## config.mk

```make
export PLATFORM = sky130hd
export DESIGN_NAME = uart_tx_arbiter
export DESIGN_NICKNAME = d
export VERILOG_FILES = /design/src/rtl/uart_tx_arbiter.sv
export SDC_FILE = /design/constraint.sdc
export NUM_CORES = 1
export LEC_CHECK = 0
export ABC_AREA = 1
export BUFFER_PORTS_ARGS = -buffer_cell sky130_fd_sc_hd__buf_2
export CAP_MARGIN = 20
export CORE_ASPECT_RATIO = 1.4
export CORE_MARGIN = 4
export CORE_UTILIZATION = 35
export DETAILED_ROUTE_END_ITERATION = 10
export PLACE_DENSITY = 0.66
export RECOVER_POWER = 50
export SYNTH_ARGS = -nofsm -noshare
export SYNTH_HDL_FRONTEND = slang
export SYNTH_SLANG_ARGS = --single-unit
```

## constraint.sdc

```tcl
create_clock -name clk -period 1.93 [get_ports clk]
set_input_delay 0.4825 -clock clk [delete_from_list [all_inputs] [get_ports clk]]
set_output_delay 0.4825 -clock clk [all_outputs]
set_load 0.02 [all_outputs]
```

## src/rtl/uart_tx_arbiter.sv

```systemverilog
// Round-robin, packet-granular arbiter sharing one 8N1 UART transmitter between NREQ byte streams.
// Define UART_TX_ARB_ID_HDR_EN to send the owner's index as a header byte before each packet.
module uart_tx_arbiter #(
    parameter int NREQ        = 4,
    parameter int DBIT        = 8,
    parameter int TIMEOUT_CYC = 65535
) (
    input  logic                 clk,
    input  logic                 reset_n,
    input  logic [NREQ-1:0]      req_valid,
    input  logic [NREQ*DBIT-1:0] req_data,
    input  logic [NREQ-1:0]      req_last,
    output logic [NREQ-1:0]      req_ready,
    output logic [NREQ-1:0]      grant,
    output logic                 tx_start,
    output logic [DBIT-1:0]      tx_din,
    input  logic                 tx_done_tick,
    output logic                 busy,
    output logic                 err_timeout
);

    localparam int IW = $clog2(NREQ);
    localparam int CW = $clog2(TIMEOUT_CYC + 1);
    localparam logic [CW-1:0] CNT_LAST = CW'(TIMEOUT_CYC - 1);

`ifdef UART_TX_ARB_ID_HDR_EN
    typedef enum logic [2:0] {IDLE, SEND, WAIT, HOLD, HDR} state_t;
`else
    typedef enum logic [2:0] {IDLE, SEND, WAIT, HOLD} state_t;
`endif

    state_t          state, state_nxt;
    logic [NREQ-1:0] grant_nxt;
    logic [IW-1:0]   g_idx, g_idx_nxt;
    logic [IW-1:0]   rr_ptr, rr_ptr_nxt;
    logic [IW-1:0]   rr_inc;
    logic [CW-1:0]   cnt, cnt_nxt;
    logic            last_r, last_r_nxt;
    logic [DBIT-1:0] tx_din_nxt;
    logic            tx_start_nxt;
    logic            err_nxt;
    logic            busy_nxt;
    logic [IW-1:0]   sel;
    logic            found;
`ifdef UART_TX_ARB_ID_HDR_EN
    logic            hdr_sent, hdr_sent_nxt;
`endif

    assign req_ready = (state == SEND) ? grant : '0;
    assign rr_inc    = (g_idx == IW'(NREQ - 1)) ? '0 : g_idx + 1'b1;

    // First valid requester at or after rr_ptr, wrapping modulo NREQ
    always_comb begin
        int j;
        sel   = '0;
        found = 1'b0;
        j     = 0;
        for (int k = 0; k < NREQ; k++) begin
            j = int'(rr_ptr) + k;
            if (j >= NREQ) j = j - NREQ;
            if (!found && req_valid[j]) begin
                found = 1'b1;
                sel   = IW'(j);
            end
        end
    end

    always_ff @(posedge clk or negedge reset_n) begin
        if (!reset_n) begin
            state       <= IDLE;
            grant       <= '0;
            g_idx       <= '0;
            rr_ptr      <= '0;
            cnt         <= '0;
            last_r      <= 1'b0;
            tx_din      <= '0;
            tx_start    <= 1'b0;
            err_timeout <= 1'b0;
            busy        <= 1'b0;
`ifdef UART_TX_ARB_ID_HDR_EN
            hdr_sent    <= 1'b0;
`endif
        end else begin
            state       <= state_nxt;
            grant       <= grant_nxt;
            g_idx       <= g_idx_nxt;
            rr_ptr      <= rr_ptr_nxt;
            cnt         <= cnt_nxt;
            last_r      <= last_r_nxt;
            tx_din      <= tx_din_nxt;
            tx_start    <= tx_start_nxt;
            err_timeout <= err_nxt;
            busy        <= busy_nxt;
`ifdef UART_TX_ARB_ID_HDR_EN
            hdr_sent    <= hdr_sent_nxt;
`endif
        end
    end

    always_comb begin
        state_nxt    = state;
        grant_nxt    = grant;
        g_idx_nxt    = g_idx;
        rr_ptr_nxt   = rr_ptr;
        cnt_nxt      = cnt;
        last_r_nxt   = last_r;
        tx_din_nxt   = tx_din;
        tx_start_nxt = 1'b0;
        err_nxt      = 1'b0;
`ifdef UART_TX_ARB_ID_HDR_EN
        hdr_sent_nxt = hdr_sent;
`endif
        case (state)
            IDLE: begin
                if (found) begin
                    g_idx_nxt = sel;
                    grant_nxt = {{(NREQ-1){1'b0}}, 1'b1} << sel;
`ifdef UART_TX_ARB_ID_HDR_EN
                    hdr_sent_nxt = 1'b0;
                    state_nxt    = HDR;
`else
                    state_nxt    = SEND;
`endif
                end
            end
            SEND: begin
                tx_din_nxt   = req_data[g_idx*DBIT +: DBIT];
                last_r_nxt   = req_last[g_idx];
                tx_start_nxt = 1'b1;
                cnt_nxt      = '0;
                state_nxt    = WAIT;
            end
            WAIT: begin
                // A done tick in the expiry cycle still completes the byte normally
                if (tx_done_tick) begin
                    if (last_r) begin
                        grant_nxt  = '0;
                        rr_ptr_nxt = rr_inc;
                        cnt_nxt    = '0;
                        state_nxt  = IDLE;
                    end else if (req_valid[g_idx]) begin
                        state_nxt = SEND;
                    end else begin
                        cnt_nxt   = '0;
                        state_nxt = HOLD;
                    end
                end else if (cnt == CNT_LAST) begin
                    err_nxt    = 1'b1;
                    grant_nxt  = '0;
                    rr_ptr_nxt = rr_inc;
                    cnt_nxt    = '0;
                    state_nxt  = IDLE;
                end else begin
                    cnt_nxt = cnt + 1'b1;
                end
            end
            HOLD: begin
                if (req_valid[g_idx]) begin
                    state_nxt = SEND;
                end else if (cnt == CNT_LAST) begin
                    err_nxt    = 1'b1;
                    grant_nxt  = '0;
                    rr_ptr_nxt = rr_inc;
                    cnt_nxt    = '0;
                    state_nxt  = IDLE;
                end else begin
                    cnt_nxt = cnt + 1'b1;
                end
            end
`ifdef UART_TX_ARB_ID_HDR_EN
            HDR: begin
                if (!hdr_sent) begin
                    tx_din_nxt   = DBIT'(g_idx);
                    tx_start_nxt = 1'b1;
                    hdr_sent_nxt = 1'b1;
                    cnt_nxt      = '0;
                end else if (tx_done_tick) begin
                    state_nxt = SEND;
                end else if (cnt == CNT_LAST) begin
                    err_nxt    = 1'b1;
                    grant_nxt  = '0;
                    rr_ptr_nxt = rr_inc;
                    cnt_nxt    = '0;
                    state_nxt  = IDLE;
                end else begin
                    cnt_nxt = cnt + 1'b1;
                end
            end
`endif
            default: begin
                grant_nxt = '0;
                state_nxt = IDLE;
            end
        endcase
        busy_nxt = (state_nxt != IDLE);
    end

endmodule

```

; ---- After elaboration in Yosys (flattened, before gate mapping)
; Cells that the tools add are included.
[word_totals]
register_bits = 39
output_inout_bits = 19
word_cells = 113
[classes]
addsub = 9
n_lt_le_gt_ge = 9
n_eq_ne = 9
shift = 2
n_mux = 59
bitwise_logic = 1
reduce_logical = 14
[op_table]
columns = operator, count
row1 = $lt A32 B4 Y1 const B, 4
row2 = $mux W32, 4
row3 = $mux W16, 5
row4 = $pmux W16 S3, 1
row5 = $shiftx A32 B6 Y8, 1
row6 = $mux W4, 6
row7 = $mux W2, 11
row8 = $mux W1, 18
row9 = $add A16 B1 Y16 const B, 1
row10 = $eq A16 B16 Y1 const B, 1
row11 = $pmux W4 S4, 1
row12 = $bmux W1 S2, 6
row13 = $mux W3, 4
row14 = $pmux W3 S4, 1
row15 = $sub A3 B3 Y4 const B, 3
row16 = $ge A3 B3 Y1 const B, 3
row17 = $add A2 B2 Y3 const B, 2
row18 = $eq A3 B2 Y1 const B, 2
row19 = $reduce_and A3 Y1, 2
row20 = $reduce_bool A3 Y1, 2
row21 = $ne A2 B2 Y1 const B, 2
row22 = $ne A4 B4 Y1 const B, 1
row23 = $pmux W2 S2, 1
row24 = $reduce_and A4 Y1, 1
row25 = 16 further kinds, 20

; ---- Depth between registers and ports, before layout
; Gate-level depths: netlist (run 1).
[logic_depth]
ltp_word = 18
depth_mapped = 12
depth_no_buf = 12

; ---- Worst setup path after synthesis (run 1)
; Ideal clock, no wire load.
[synth_path]
path_kind = flip-flop to output port
from = register state[0]
to = output req_ready[0]
arrival_ns = 1.063
required_ns = 1.447
setup_slack_ns = 0.384
stages_incl_launch_ff = 6
n_path_buf = 1
cell_sequence = dfrtp_1 buf_2 nand2_1 nor2_1 inv_1 nor2_1
[synth_between]
elab_chain_len = 2
[synth_lines]
columns = element, line_no
row1 = "start, declared", 32  ; state_t state, state_nxt;
row2 = "start signal, assigned", 84  ; state <= state_nxt;
row3 = $eq A3 B1 Y1, 49  ; assign req_ready = (state == SEND) ? grant : '0;
row4 = $mux W4, 49
row5 = "end, declared", 13  ; output logic [NREQ-1:0] req_ready,
; No other way between the ends.

; ---- Final worst setup path (run 1)
[layout_path]
from = register state[2]
to = output req_ready[2]
; The elaborated chain is that of the path after synthesis.

==> results.toml, run 1 <==
[yosys]
ys_warn_count = 0
yosys_register_bits = 39
synthFlopType = "dfrtp_1"
synth_cell_types = 36
syn_area_mm2 = 0.00271
syn_avg_cell_area_um2 = 6.60
ys_seq_area_frac = 0.360
synthCells = 411
async_reset_ff_frac = 1.00
synth_nets = 457
synth_edf_count = 0

[worst_hold_path]
hold_class = "in -> async"

[floorplanning]
die_w_um = 82.4
design.die.area_mm2 = 0.00924
initial_core_util = 0.364
die_height_um = 112
pin_count = 62
rows = 37
coreArea_mm2 = 0.00745

[sta]
period_minus_slack_ps = 1790
worst_pin_slew_ps = 1190
fin_crit_sh = 0.927
hold_violations = 0
finalSetupViolations = 0
fin_hold_ws_ps = 410
maxSlewHeadroom = 0.206
max_freq_ghz = 0.559
finalSetupTns_ps = 0
fin_ws_ps = 140
grt_setup_unrepaired = "no"
maxSlewViolCount = 0
clock-skew-final_ps = 8.42

[placed_design]
dp_slack_ps = 69.3
portBuffers = 61
dp_hpwl_um = 5580
gp_congestion = 0.903

[clock_network]
cts_buffers = 5
cts_tree = "built"
cts-root-buf = "clkbuf_8"
clk_latency_ps = 290
htreeDepth = 2
hold_buffers = 0
clock_path_buffers = 2
cts_num_sinks = 39
clk_pin_slew_worst_paths_ps = 80

[finish]
drive_gt1_frac = 0.244
nNetsFinal = 533
final_cell_mix = "nand2_1, nor2_1, buf_2"
final_common_cell = "nand2_1"
diodes = 0
syn_to_final_growth_pct = 21.4

[setup_path]
cp-end-kind = "output port"
rr_worst_depth = 7
required_ps = 1450
path_class = "reg -> out"
r2r_slack_ps = 190
timing.rr.end = "busy$_DFF_PN0_"
crit_start = "state[2]$_DFF_PN0_"
crit_fanout = 6
cp-start-kind = "flop"
crit_arrival_ps = 1310
regToRegStartpoint = "state[2]$_DFF_PN0_"
endpoint = "req_ready[2]"

[job]
maxCapViolCount = 0

[route]
ant_nets = 0
vias_per_cell = 4.79
vias = 2803
post_drt_wl_per_cell_um = 11.9
route.detailed.drc = 0
wl_um = 6990
firstDrtPassIters = 4
drtIter0Drc = 108

[outcome]
status = "finished clean"

[pwr]
p_int_mw = 2.03
power_frac_seq = 0.314
p_leak_nw = 1.66
ir_drop_v = 0.000785
comb_power_share = 0.546
p_sw_frac = 0.474
power.density_mw_per_mm2 = 1170
p_sw_mw = 1.83
clock_power_share = 0.141

[global_routing]
first_global_vias = 2751
grt_max_degree = 21
antenna_found_initial = 0
grt_pass1_wl_um = 12100
grt_overflow_total = 0
grtUsageTotal = 0.162
[cells by family (layout without fill, tap and decap cells)]
logic type               after synthesis  in the layout  synth area share
AO/OA/AOI/OAI                         54             54             0.121
AND/OR/NAND/NOR                      254            254             0.405
other                                  1              1           0.00138
buffers and inverters                 56            133            0.0858
XOR/XNOR                               4              4            0.0129
adder cells (fa/ha/maj)                3              3            0.0138
flip-flops                            39             39             0.360
[critical path: stages (launching register included)]
cell     delay, ps
dfrtp_1        400
inv_2           80
nand2_1         80
nor2_2         120
inv_2           80
nor2_1          90
buf_2          160
[routing by layer]
layer	share of wire	vias up	wire, um	track usage
li1	-	1467	-	-
met1	0.43	1259	2980	0.192
met2	0.51	70	3580	0.288
met3	0.049	7	341	0.0297
met4	0.012	0	83	0.0488
met5	0	-	0	0
[stage by stage]
| stage | total power, mW | std cells | utilization | cell area, um^2 |
|---|---|---|---|---|
| after floorplan | 2.74 | 411 | - | 2710 |
| after global placement | 3.25 | 571 | 0.426 | 3170 |
| after detailed placement | 3.28 | 571 | 0.426 | 3170 |
| after CTS | 3.85 | 579 | 0.437 | 3250 |
| after global routing | 4.22 | 585 | 0.442 | 3290 |
| final | 3.86 | 585 | 0.442 | 3290 |
[registers in the layout, summed over array words and instances (netlist names)]
name         count
cnt             16
tx_din           8
grant            4
state            3
g_idx            2
rr_ptr           2
busy             1
err_timeout      1
last_r           1
tx_start         1
[synthesized netlist by cell type (3+ instances only)]
library cell	count	area share
nand2_1	110	0.15
nor2_1	80	0.11
dfrtp_1	39	0.36
inv_1	35	0.048
nand3_1	27	0.050
o21ai_0	19	0.035
nand2_2	11	0.025
inv_2	10	0.014
o21ai_1	9	0.017
a31oi_1	8	0.018
nand4_1	8	0.018
buf_2	6	0.011
o2111ai_1	6	0.019
a21oi_1	5	0.0092
nor3_1	4	0.0074
xor2_1	4	0.013
clkbuf_1	3	0.0042
ha_1	3	0.014
nor2_2	3	0.0069
[how the worst min path moves through the flow]
stage          cells past startpoint                     to    startpoint  slack, ps
6_report                           1         busy$_DFF_PN0_       reset_n        410
5_1_grt                            3  tx_din[4]$_DFFE_PN0P_  req_data[12]        490
4_1_cts                            1     state[1]$_DFF_PN0_       reset_n        160
3_5_place_dp                       1    cnt[15]$_DFFE_PN0P_       reset_n        480
3_3_place_gp                       1    cnt[15]$_DFFE_PN0P_       reset_n        480
2_1_floorplan                      0         busy$_DFF_PN0_       reset_n        190
[cell type report]
class | count | area [um^2]
Fill cell | 795 | 4160
Multi-Input combinational cell | 316 | 1510
Sequential cell | 39 | 978
Timing Repair Buffer | 80 | 437
Inverter | 45 | 169
Tap cell | 97 | 121
Clock buffer | 7 | 76.3
Clock inverter | 1 | 5.00
[power by group through the flow]
stage | combinational [mW] | sequential (mW) | clock [mW]
finish | 2.11 | 1.21 | 0.544
global route | 2.39 | 1.24 | 0.595
CTS | 2.04 | 1.23 | 0.572
detailed placement | 2.05 | 1.24 | 0
global placement | 2.01 | 1.24 | 0
floorplan | 1.40 | 1.33 | 0
[what timing repair did]
| item | 4_1_cts | 5_1_grt |
|---|---|---|
| resized for setup | 1 | 3 |
| setup endpoints to repair | 4 | 6 |
| pin swaps | 0 | 1 |
| setup buffers | 0 | 6 |
Note: power is estimated with default switching activity, not from simulation.
==> run 2, diff against run 1 <==
--- a/config.mk
+++ b/config.mk
@@ -5,14 +5,14 @@
 export SDC_FILE = /design/constraint.sdc
 export NUM_CORES = 1
 export LEC_CHECK = 0
-export ABC_AREA = 1
+export ABC_AREA = 0
 export BUFFER_PORTS_ARGS = -buffer_cell sky130_fd_sc_hd__buf_2
 export CAP_MARGIN = 20
 export CORE_ASPECT_RATIO = 1.4
 export CORE_MARGIN = 4
 export CORE_UTILIZATION = 35
 export DETAILED_ROUTE_END_ITERATION = 10
-export PLACE_DENSITY = 0.66
+export PLACE_DENSITY = 0.67
 export RECOVER_POWER = 50
 export SYNTH_ARGS = -nofsm -noshare
 export SYNTH_HDL_FRONTEND = slang
==> run 2 against run 1 <==
  * The run now ends with negative setup slack left
  * Sequential cell count unchanged
  * Sequential share of layout area increased by 1.3 points
  * Non-clock buffer count increased by 24
  * Worst hold slack improved by 13 ps
  * Via count decreased by 26%
  * Register-to-register slack got worse by 260 ps
  * Final area decreased by 4.3%
  * Total power decreased by 15%
  * Cell count decreased by 34%
  * First-iteration DRC count decreased by 22%
  * Setup slack got worse by 210 ps
  * Critical endpoint is now cnt[6]$_DFFE_PN0P_
==> results.toml, run 2 <==
[finish]
fill_cells = 567
diodes = 0
final_cells = 387
drive_gt1_frac = 0.502
nNetsFinal = 360
utilization = 0.507
final_common_cell = "buf_2"
syn_to_final_growth_pct = 40.7
largest_reg_flops = 16
reg.largest.list = "cnt (16), tx_din (8), grant (4)"
final_cell_mix = "buf_2, dfrtp_1, buf_4"
top_register = "cnt"

[clock_network]
clk_latency_ps = 290
cts-root-buf = "clkbuf_8"
clock_path_buffers = 2
cts_num_sinks = 39
cts_tree = "built"
clk_pin_slew_worst_paths_ps = 80
hold_buffers = 0
cts_buffers = 5
htreeDepth = 2

[global_routing]
grt_pass1_wl_um = 8910
antenna_found_initial = 0
grt_max_degree = 40
grtUsageTotal = 0.149
grt_overflow_total = 0
first_global_vias = 2109

[setup_path]
crit_fanout = 6
cp-start-kind = "flop"
cp_cell_sequence = "mux4_2, a311o_2, a21o_1, mux2_4"
crit_arrival_ps = 2170
path_delay_family = "multiplexers"
required_ps = 2100
cp-end-kind = "flop"
crit_buf_inv = 0
slowest_delay_ps = 600
critPathSlowestCell = "mux4_2"
path_class = "reg -> reg"

[route]
route.detailed.drc = 0
vias_per_cell = 5.39
vias = 2084
firstDrtPassIters = 4
post_drt_wl_per_cell_um = 15.3
ant_nets = 0
wl_um = 5910
drtIter0Drc = 84

[job]
maxCapViolCount = 0

[outcome]
status = "finished with violations"
violations = "negative setup slack"

[placed_design]
gp_congestion = 0.830
portBuffers = 61
dp_hpwl_um = 4530
dp_slack_ps = -294
dpl.cell_count = 376

[sta]
clock-skew-final_ps = 5.95
maxSlewHeadroom = 0.350
fin_crit_sh = 1.04
period_minus_slack_ps = 2000
hold_violations = 0
fin_hold_ws_ps = 423
fin_ws_ps = -69.5
finalSetupViolations = 13
max_freq_ghz = 0.500
worst_pin_slew_ps = 975
maxSlewViolCount = 0
grt_setup_unrepaired = "yes"

[yosys]
yosys_register_bits = 39
synth_nets = 256
async_reset_ff_frac = 1.00
ys_seq_area_frac = 0.436
synthFlopType = "dfrtp_1"
netlist.area_leader.share = 0.436
synth.top_cells.by_count = "dfrtp_1, o21ai_0, nand2_1"
synth_edf_count = 0
synthCells = 210
syn_area_mm2 = 0.00224
synthTopCellsByArea = "dfrtp_1, mux4_2, mux2_2"
synth_area_leader_cell = "dfrtp_1"
ys_warn_count = 0
syn_avg_cell_area_um2 = 10.7
synth_cell_types = 48
yosysMostFrequentCell = "dfrtp_1"

[floorplanning]
coreArea_mm2 = 0.00621
die_height_um = 103
initial_core_util = 0.360
rows = 34
pin_count = 62
design.die.area_mm2 = 0.00776
die_w_um = 75.6

[pwr]
p_leak_nw = 1.45
power.density_mw_per_mm2 = 1050
power_mw = 3.30
ir_drop_v = 0.000364

[worst_hold_path]
hold_class = "in -> async"
## run 2: cell type report
type,instances,area [um^2],share of cell area
sequential,39,977,0.310
multi-input combinational,157,1300,0.412
clock inverter,2,35.0,0.0111
inverter,7,26.3,0.00834
tap,72,90.1,0.0286
clock buffer,6,82.6,0.0262
timing repair buffer,104,641,0.203
## run 2: power breakdown
part	internal, mW	switching [mW]	total [mW]	leakage (nW)
Sequential	1.02	0.146	1.16	0.508
Combinational	0.709	0.723	1.43	0.882
Clock	0.418	0.285	0.704	0.0612
## run 2: through the flow
step                setup TNS, ps  instance area, um^2
floorplan                    -225                 2260
global placement            -3060                 2920
detailed placement          -3420                 2920
CTS                          -410                 3090
global route                -2120                 3150
finish                       -421                 3150
## run 2: worst paths after layout
| check | start | end | slack, ps | cells past startpoint |
|---|---|---|---|---|
| min in group clk | tx_din[4]$_DFFE_PN0P_ | tx_din[4]$_DFFE_PN0P_ | 500 | 1 |
| max in group asynchronous | reset_n | cnt[5]$_DFFE_PN0P_ | 840 | 2 |
| hold / removal | reset_n | tx_din[0]$_DFFE_PN0P_ | 420 | 2 |
| setup / recovery | g_idx[0]$_DFFE_PN0P_ | cnt[6]$_DFFE_PN0P_ | -70 | 4 |
| setup reg to reg | g_idx[0]$_DFFE_PN0P_ | cnt[6]$_DFFE_PN0P_ | -70 | 4 |
| hold reg to reg | tx_din[4]$_DFFE_PN0P_ | tx_din[4]$_DFFE_PN0P_ | 500 | 1 |
## run 2: kinds of logic after synthesis
kind of cell	after synthesis	synth area share
AO/OA/AOI/OAI	59	0.173
adder cells (fa/ha/maj)	3	0.0168
buffers and inverters	14	0.0263
flip-flops	39	0.436
multiplexers	25	0.175
other	1	0.00168
AND/OR/NAND/NOR	69	0.172
## run 2: repair_timing
| action | in CTS | in global routing |
|---|---|---|
| setup buffers | 3 | 0 |
| gates cloned | 0 | 0 |
| pin swaps | 6 | 8 |
| endpoints found under the setup margin | 20 | 26 |
| resized for setup | 10 | 18 |
## run 2: worst register-to-register path, delay by kind of cell (launching register included)
kind | cells | cell delay [ps]
AOI/OAI and AO/OA | 2 | 660
DFF | 1 | 380
muxes | 2 | 850
## run 2: metal layers
layer  GRT usage  vias up  routed length (um)
met5           0        -                   0
met4      0.0686        0                 125
met3      0.0302       13                 452
met2       0.285       80                3100
met1       0.150      992                2230
li1            -      999                   -
